[src/rtl/hc_pkg.sv]
// Shared constants and channel state type for the hc_debounce input stage.
package hc_pkg;

    localparam int unsigned HC_NCH       = 8;
    localparam int unsigned HC_DB_CYCLES = 50000;
    localparam int unsigned HC_CNT_W     = 16;

    typedef enum logic {
        IDLE  = 1'b0,
        COUNT = 1'b1
    } hc_state_t;

endpackage

[src/rtl/hc_db_bit.sv]
// One debounce channel: 2-flop synchroniser, stability counter and IDLE/COUNT FSM.
// Optional change flag (chg) exists only when HC_DEBOUNCE_EDGE_EN is defined.
module hc_db_bit
    import hc_pkg::*;
#(
    parameter int unsigned DB_CYCLES = HC_DB_CYCLES,
    parameter int unsigned CNT_W     = HC_CNT_W
) (
    input  logic clk,
    input  logic rst,
    input  logic raw,
`ifdef HC_DEBOUNCE_EDGE_EN
    output logic chg,
`endif
    output logic level
);

    localparam logic [CNT_W-1:0] LAST = CNT_W'(DB_CYCLES - 1);

    logic             s1, s2;
    hc_state_t        state_q, state_d;
    logic [CNT_W-1:0] cnt_q, cnt_d;
    logic             level_q, level_d;

    always_ff @(posedge clk or posedge rst) begin
        if (rst) begin
            s1      <= 1'b0;
            s2      <= 1'b0;
            state_q <= IDLE;
            cnt_q   <= '0;
            level_q <= 1'b0;
        end else begin
            s1      <= raw;
            s2      <= s1;
            state_q <= state_d;
            cnt_q   <= cnt_d;
            level_q <= level_d;
        end
    end

    // A single-cycle threshold skips COUNT and copies s2 straight from IDLE.
    always_comb begin
        state_d = state_q;
        cnt_d   = cnt_q;
        level_d = level_q;
        case (state_q)
            IDLE: begin
                if (s2 != level_q) begin
                    if (DB_CYCLES == 1) begin
                        level_d = s2;
                    end else begin
                        state_d = COUNT;
                        cnt_d   = CNT_W'(1);
                    end
                end
            end
            COUNT: begin
                if (s2 == level_q) begin
                    state_d = IDLE;
                    cnt_d   = '0;
                end else if (cnt_q == LAST) begin
                    state_d = IDLE;
                    cnt_d   = '0;
                    level_d = s2;
                end else begin
                    cnt_d = cnt_q + CNT_W'(1);
                end
            end
        endcase
    end

    assign level = level_q;

`ifdef HC_DEBOUNCE_EDGE_EN
    always_ff @(posedge clk or posedge rst) begin
        if (rst) begin
            chg <= 1'b0;
        end else begin
            chg <= (level_d != level_q);
        end
    end
`endif

endmodule

[src/rtl/hc_debounce.sv]
// Eight independent debounce channels feeding the quad OR stage A/B inputs.
// EDGE change-pulse port present only when HC_DEBOUNCE_EDGE_EN is defined.
module hc_debounce
    import hc_pkg::*;
#(
    parameter int unsigned DB_CYCLES = HC_DB_CYCLES,
    parameter int unsigned CNT_W     = HC_CNT_W
) (
    input  logic       CLK,
    input  logic       RST,
    input  logic [4:1] RAW_A,
    input  logic [4:1] RAW_B,
    output logic [4:1] A,
    output logic [4:1] B
`ifdef HC_DEBOUNCE_EDGE_EN
    ,
    output logic [7:0] EDGE
`endif
);

    logic [HC_NCH-1:0] raw_all;
    logic [HC_NCH-1:0] level_all;
`ifdef HC_DEBOUNCE_EDGE_EN
    logic [HC_NCH-1:0] chg_all;
`endif

    // Bits [3:0] carry A[4:1], bits [7:4] carry B[4:1].
    assign raw_all = {RAW_B, RAW_A};

    for (genvar i = 0; i < HC_NCH; i++) begin : g_ch
        hc_db_bit #(
            .DB_CYCLES(DB_CYCLES),
            .CNT_W    (CNT_W)
        ) u_bit (
            .clk  (CLK),
            .rst  (RST),
            .raw  (raw_all[i]),
`ifdef HC_DEBOUNCE_EDGE_EN
            .chg  (chg_all[i]),
`endif
            .level(level_all[i])
        );
    end

    assign A = level_all[3:0];
    assign B = level_all[7:4];

`ifdef HC_DEBOUNCE_EDGE_EN
    assign EDGE = chg_all;
`endif

endmodule
[config.mk]
export PLATFORM = sky130hd
export DESIGN_NAME = hc_debounce
export DESIGN_NICKNAME = d
export VERILOG_FILES = /design/src/rtl/hc_pkg.sv /design/src/rtl/hc_db_bit.sv /design/src/rtl/hc_debounce.sv
export SDC_FILE = /design/constraint.sdc
export NUM_CORES = 1
export LEC_CHECK = 0
export ABC_AREA = 1
export CAP_MARGIN = 20
export CORE_MARGIN = 2
export CORE_UTILIZATION = 50
export DETAILED_ROUTE_END_ITERATION = 12
export GPL_ROUTABILITY_DRIVEN = 1
export MAX_ROUTING_LAYER = met4
export PLACE_DENSITY_LB_ADDON = 0.1
export SYNTH_ARGS = -nofsm -noshare
export SYNTH_HDL_FRONTEND = slang
export SYNTH_HIERARCHICAL = 1
export SYNTH_SLANG_ARGS = --single-unit
[constraint.sdc]
create_clock -name CLK -period 1.3 [get_ports CLK]
set_input_delay 0.39 -clock CLK [delete_from_list [all_inputs] [get_ports CLK]]
set_output_delay 0.39 -clock CLK [all_outputs]
set_load 0.01 [all_outputs]
==> insert_results.sql <==
INSERT INTO impl_metrics (metric_group, metric, value, unit) VALUES
('layout', 'antennaDiodeCount', '0', ''),
('timing', 'timing.final.crit_share', '1.12', ''),
('synth', 'yosysMostFrequentCell', 'nand2_1', ''),
('setup_path', 'r2r_cells', '9', ''),
('timing', 'setup_slack', '-160', 'ps'),
('global_route', 'wire_length_of_the_first_global_routing_pass', '40.5', 'mm'),
('timing', 'final-setup-viol-count', '105', ''),
('layout', 'area_growth_syn_to_layout', '42.7', '%'),
('setup_path', 'cp_data_arrival_time', '1780', 'ps'),
('global_route', 'grt_max_degree', '21', ''),
('timing', 'worst-slew-pin-transition', '309', 'ps'),
('setup_path', 'critical_path_required', '1620', 'ps'),
('placement', 'last_weighted_congestion_value_of_the_routability_driven_placer', '0.895', ''),
('clock_tree', 'cts.sinks', '160', ''),
('layout', 'design.final.nets', '1609', ''),
('synth', 'yosys_warnings', '6', ''),
('drt', 'drt_pass1_iterations', '7', ''),
('clock_tree', 'cts.path.max_buffers', '2', ''),
('setup_path', 'crit_path_end_kind', 'flop', ''),
('power', 'irDropWorstVdd', '0.000849', 'V'),
('worst_hold_path', 'startpoint_of_the_worst_hold_path', 'g_ch[7].u_bit/s1', ''),
('worst_hold_path', 'hold_path.class', 'reg -> reg', ''),
('placement', 'place_hpwl', '16.1', 'mm'),
('drt', 'viasPerCell', '5.09', ''),
('floorplanning', 'rows', '51', ''),
('drt', 'avgRoutedWirePerCell', '13.7', 'microns'),
('clock_tree', 'cts_tree', 'yes', ''),
('clock_tree', 'cts_max_level', '4', ''),
('clock_tree', 'worst_skew_pair.late_latency', '430', 'ps'),
('floorplanning', 'die_w', '144', 'microns'),
('setup_path', 'reg2reg_from', 'g_ch[1].u_bit/cnt_q[7]', ''),
('global_route', 'grt_usage', '0.247', ''),
('timing', 'post-route-min-period', '1460', 'ps'),
('global_route', 'grt-ovfl-total', '0', ''),
('timing', 'final-max-slew-violation-count', '0', ''),
('drt', 'finalWirelength', '25.6', 'mm'),
('run', 'maxCapViolCount', '0', ''),
('worst_hold_path', 'worstHoldPathCells', '0', ''),
('global_route', 'antenna_found_initial', '0', ''),
('placement', 'port_buffers', '17', ''),
('timing', 'final-hold-violation-count', '0', ''),
('synth', 'synth_edf_count', '0', ''),
('synth', 'async_reset_ff_frac', '1.00', ''),
('floorplanning', 'initial_core_utilization', '0.506', ''),
('floorplanning', 'floorplan.core_area', '19400', 'sq um'),
('drt', 'detail_route.iter0.violations', '466', ''),
('synth', 'yosysSeqAreaShare', '0.408', ''),
('timing', 'fmax', '0.685', 'GHz'),
('synth', 'synthTopCellsByArea', 'dfrtp_1 41%, nand2_1 17%, nand3_1 5.7%', ''),
('synth', 'synth_top_cell_by_area', 'dfrtp_1', ''),
('clock_tree', 'tritoncts.num_buffers', '17', ''),
('global_route', 'via_count_of_the_first_global_routing_pass', '8829', ''),
('synth', 'instance_count_of_the_mapped_netlist', '1328', ''),
('run_status', 'outcome', 'finished, violations left', ''),
('placement', 'detailed_place.area', '11600', 'sq um'),
('timing', 'skew', '7.06', 'ps'),
('floorplanning', 'ios', '18', ''),
('timing', 'unrepaired_setup_endpoints_after_global_routing', 'true', ''),
('synth', 'synth_nets', '1346', ''),
('layout', 'num-fill-cells', '1476', ''),
('floorplanning', 'dieArea', '20800', 'sq um'),
('power', 'p_per_area', '828', 'nW/um^2'),
('clock_tree', 'post_cts_hold_buffer_count', '0', ''),
('setup_path', 'cpPeakStageDelay', '390', 'ps'),
('setup_path', 'setup.worst_path.start_class', 'flop', ''),
('power', 'power', '11.6', 'mW'),
('layout', 'final_util', '0.722', ''),
('run_status', 'violations', 'setup timing', ''),
('layout', 'design_area', '14000', 'sq um'),
('synth', 'syn_area_per_cell', '7.39', 'sq um'),
('floorplanning', 'floorplan.die.height', '144', 'microns');
## cells by family (layout without fill, tap and decap cells)
logic type / Yosys count / after routing / synth area share
AND/OR/NAND/NOR: 856 / 856 / 0.415
flip-flops: 160 / 160 / 0.408
buffers and inverters: 152 / 428 / 0.0612
AO/OA/AOI/OAI: 96 / 96 / 0.0561
XOR/XNOR: 56 / 56 / 0.0499
adder cells (fa/ha/maj): 8 / 8 / 0.0102
## flip-flops by register name, summed over array words and instances (netlist names)
name	flops
g_ch.u_bit/s1	8
g_ch.u_bit/s2	8
g_ch.u_bit/cnt_q	128
g_ch.u_bit/state_q	8
g_ch.u_bit/level	8
## per-layer routing
metal | up-vias | wire length, microns | share of wire | global-route usage
li1 | 4795 | - | - | -
met5 | - | 0 | 0 | -
met2 | 171 | 13000 | 0.51 | 0.411
met1 | 4504 | 11300 | 0.44 | 0.315
met3 | 36 | 845 | 0.033 | 0.0374
met4 | 0 | 424 | 0.017 | 0.0700
## per-stage QoR
step,TNS (ps),setup slack (ps),std cells
3_3_place_gp,-1510,-66.0,1766
5_1_grt,-13290,-240,1869
2_1_floorplan,0,20.2,1328
6_report,-4630,-160,1869
4_1_cts,-1600,-85.2,1833
3_5_place_dp,-3970,-105,1766
## layout make-up
cell class	instances	area [sq um]	area share
multi-input combinational	1016	6370	0.454
timing repair inverter	7	52.6	0.00375
timing repair buffer	245	2070	0.148
clock inverter	11	139	0.00991
clock buffer	21	450	0.0321
inverter	144	573	0.0409
tap	265	332	0.0237
sequential	160	4030	0.288
## power by group
group	internal (mW)	switching, mW
combinational	0.578	0.712
clock	3.06	2.00
sequential	5.11	0.148
## how the worst max path moves through the flow
stage / to / cells after the start / slack, ps / startpoint
2_1_floorplan: g_ch[0].u_bit/cnt_q[13] / 8 / 20 / g_ch[0].u_bit/cnt_q[0]
3_3_place_gp: g_ch[4].u_bit/cnt_q[8] / 6 / -70 / g_ch[4].u_bit/cnt_q[1]
3_5_place_dp: g_ch[4].u_bit/cnt_q[2] / 6 / -100 / g_ch[4].u_bit/cnt_q[1]
4_1_cts: A[3] / 1 / -90 / g_ch[2].u_bit/level
5_1_grt: g_ch[1].u_bit/cnt_q[10] / 9 / -240 / g_ch[1].u_bit/cnt_q[7]
6_report: g_ch[1].u_bit/cnt_q[10] / 9 / -160 / g_ch[1].u_bit/cnt_q[7]
## placed cells by master (no fill, tap or decap), types with 23 or more instances in the layout
cell type,Yosys,layout
buf_4,8,186
buf_6,0,34
dfrtp_1,160,139
inv_1,128,113
inv_2,16,23
nand2_1,432,383
nand2_2,56,73
nand2_4,0,28
nand3_1,112,62
nand3_2,8,52
nand4_1,64,64
nor2_1,112,81
nor2_2,24,34
nor2_4,32,53
o21ai_1,56,31
o21ai_2,8,37
xor2_1,40,34
## what timing repair did
| item | in CTS | in global routing |
|---|---|---|
| gates resized for setup | 163 | 219 |
| setup buffers | 29 | 39 |
| setup endpoints to repair | 127 | 147 |
| pin swaps | 63 | 91 |
| cloned | 7 | 0 |
## critical path, delay by kind of cell, from the launching register on
family	cells	cell delay, ps
AND/OR/NAND/NOR	7	750
flip-flops	1	390
buffers and inverters	2	200
No activity file was read; power rests on OpenSTA's default activity.
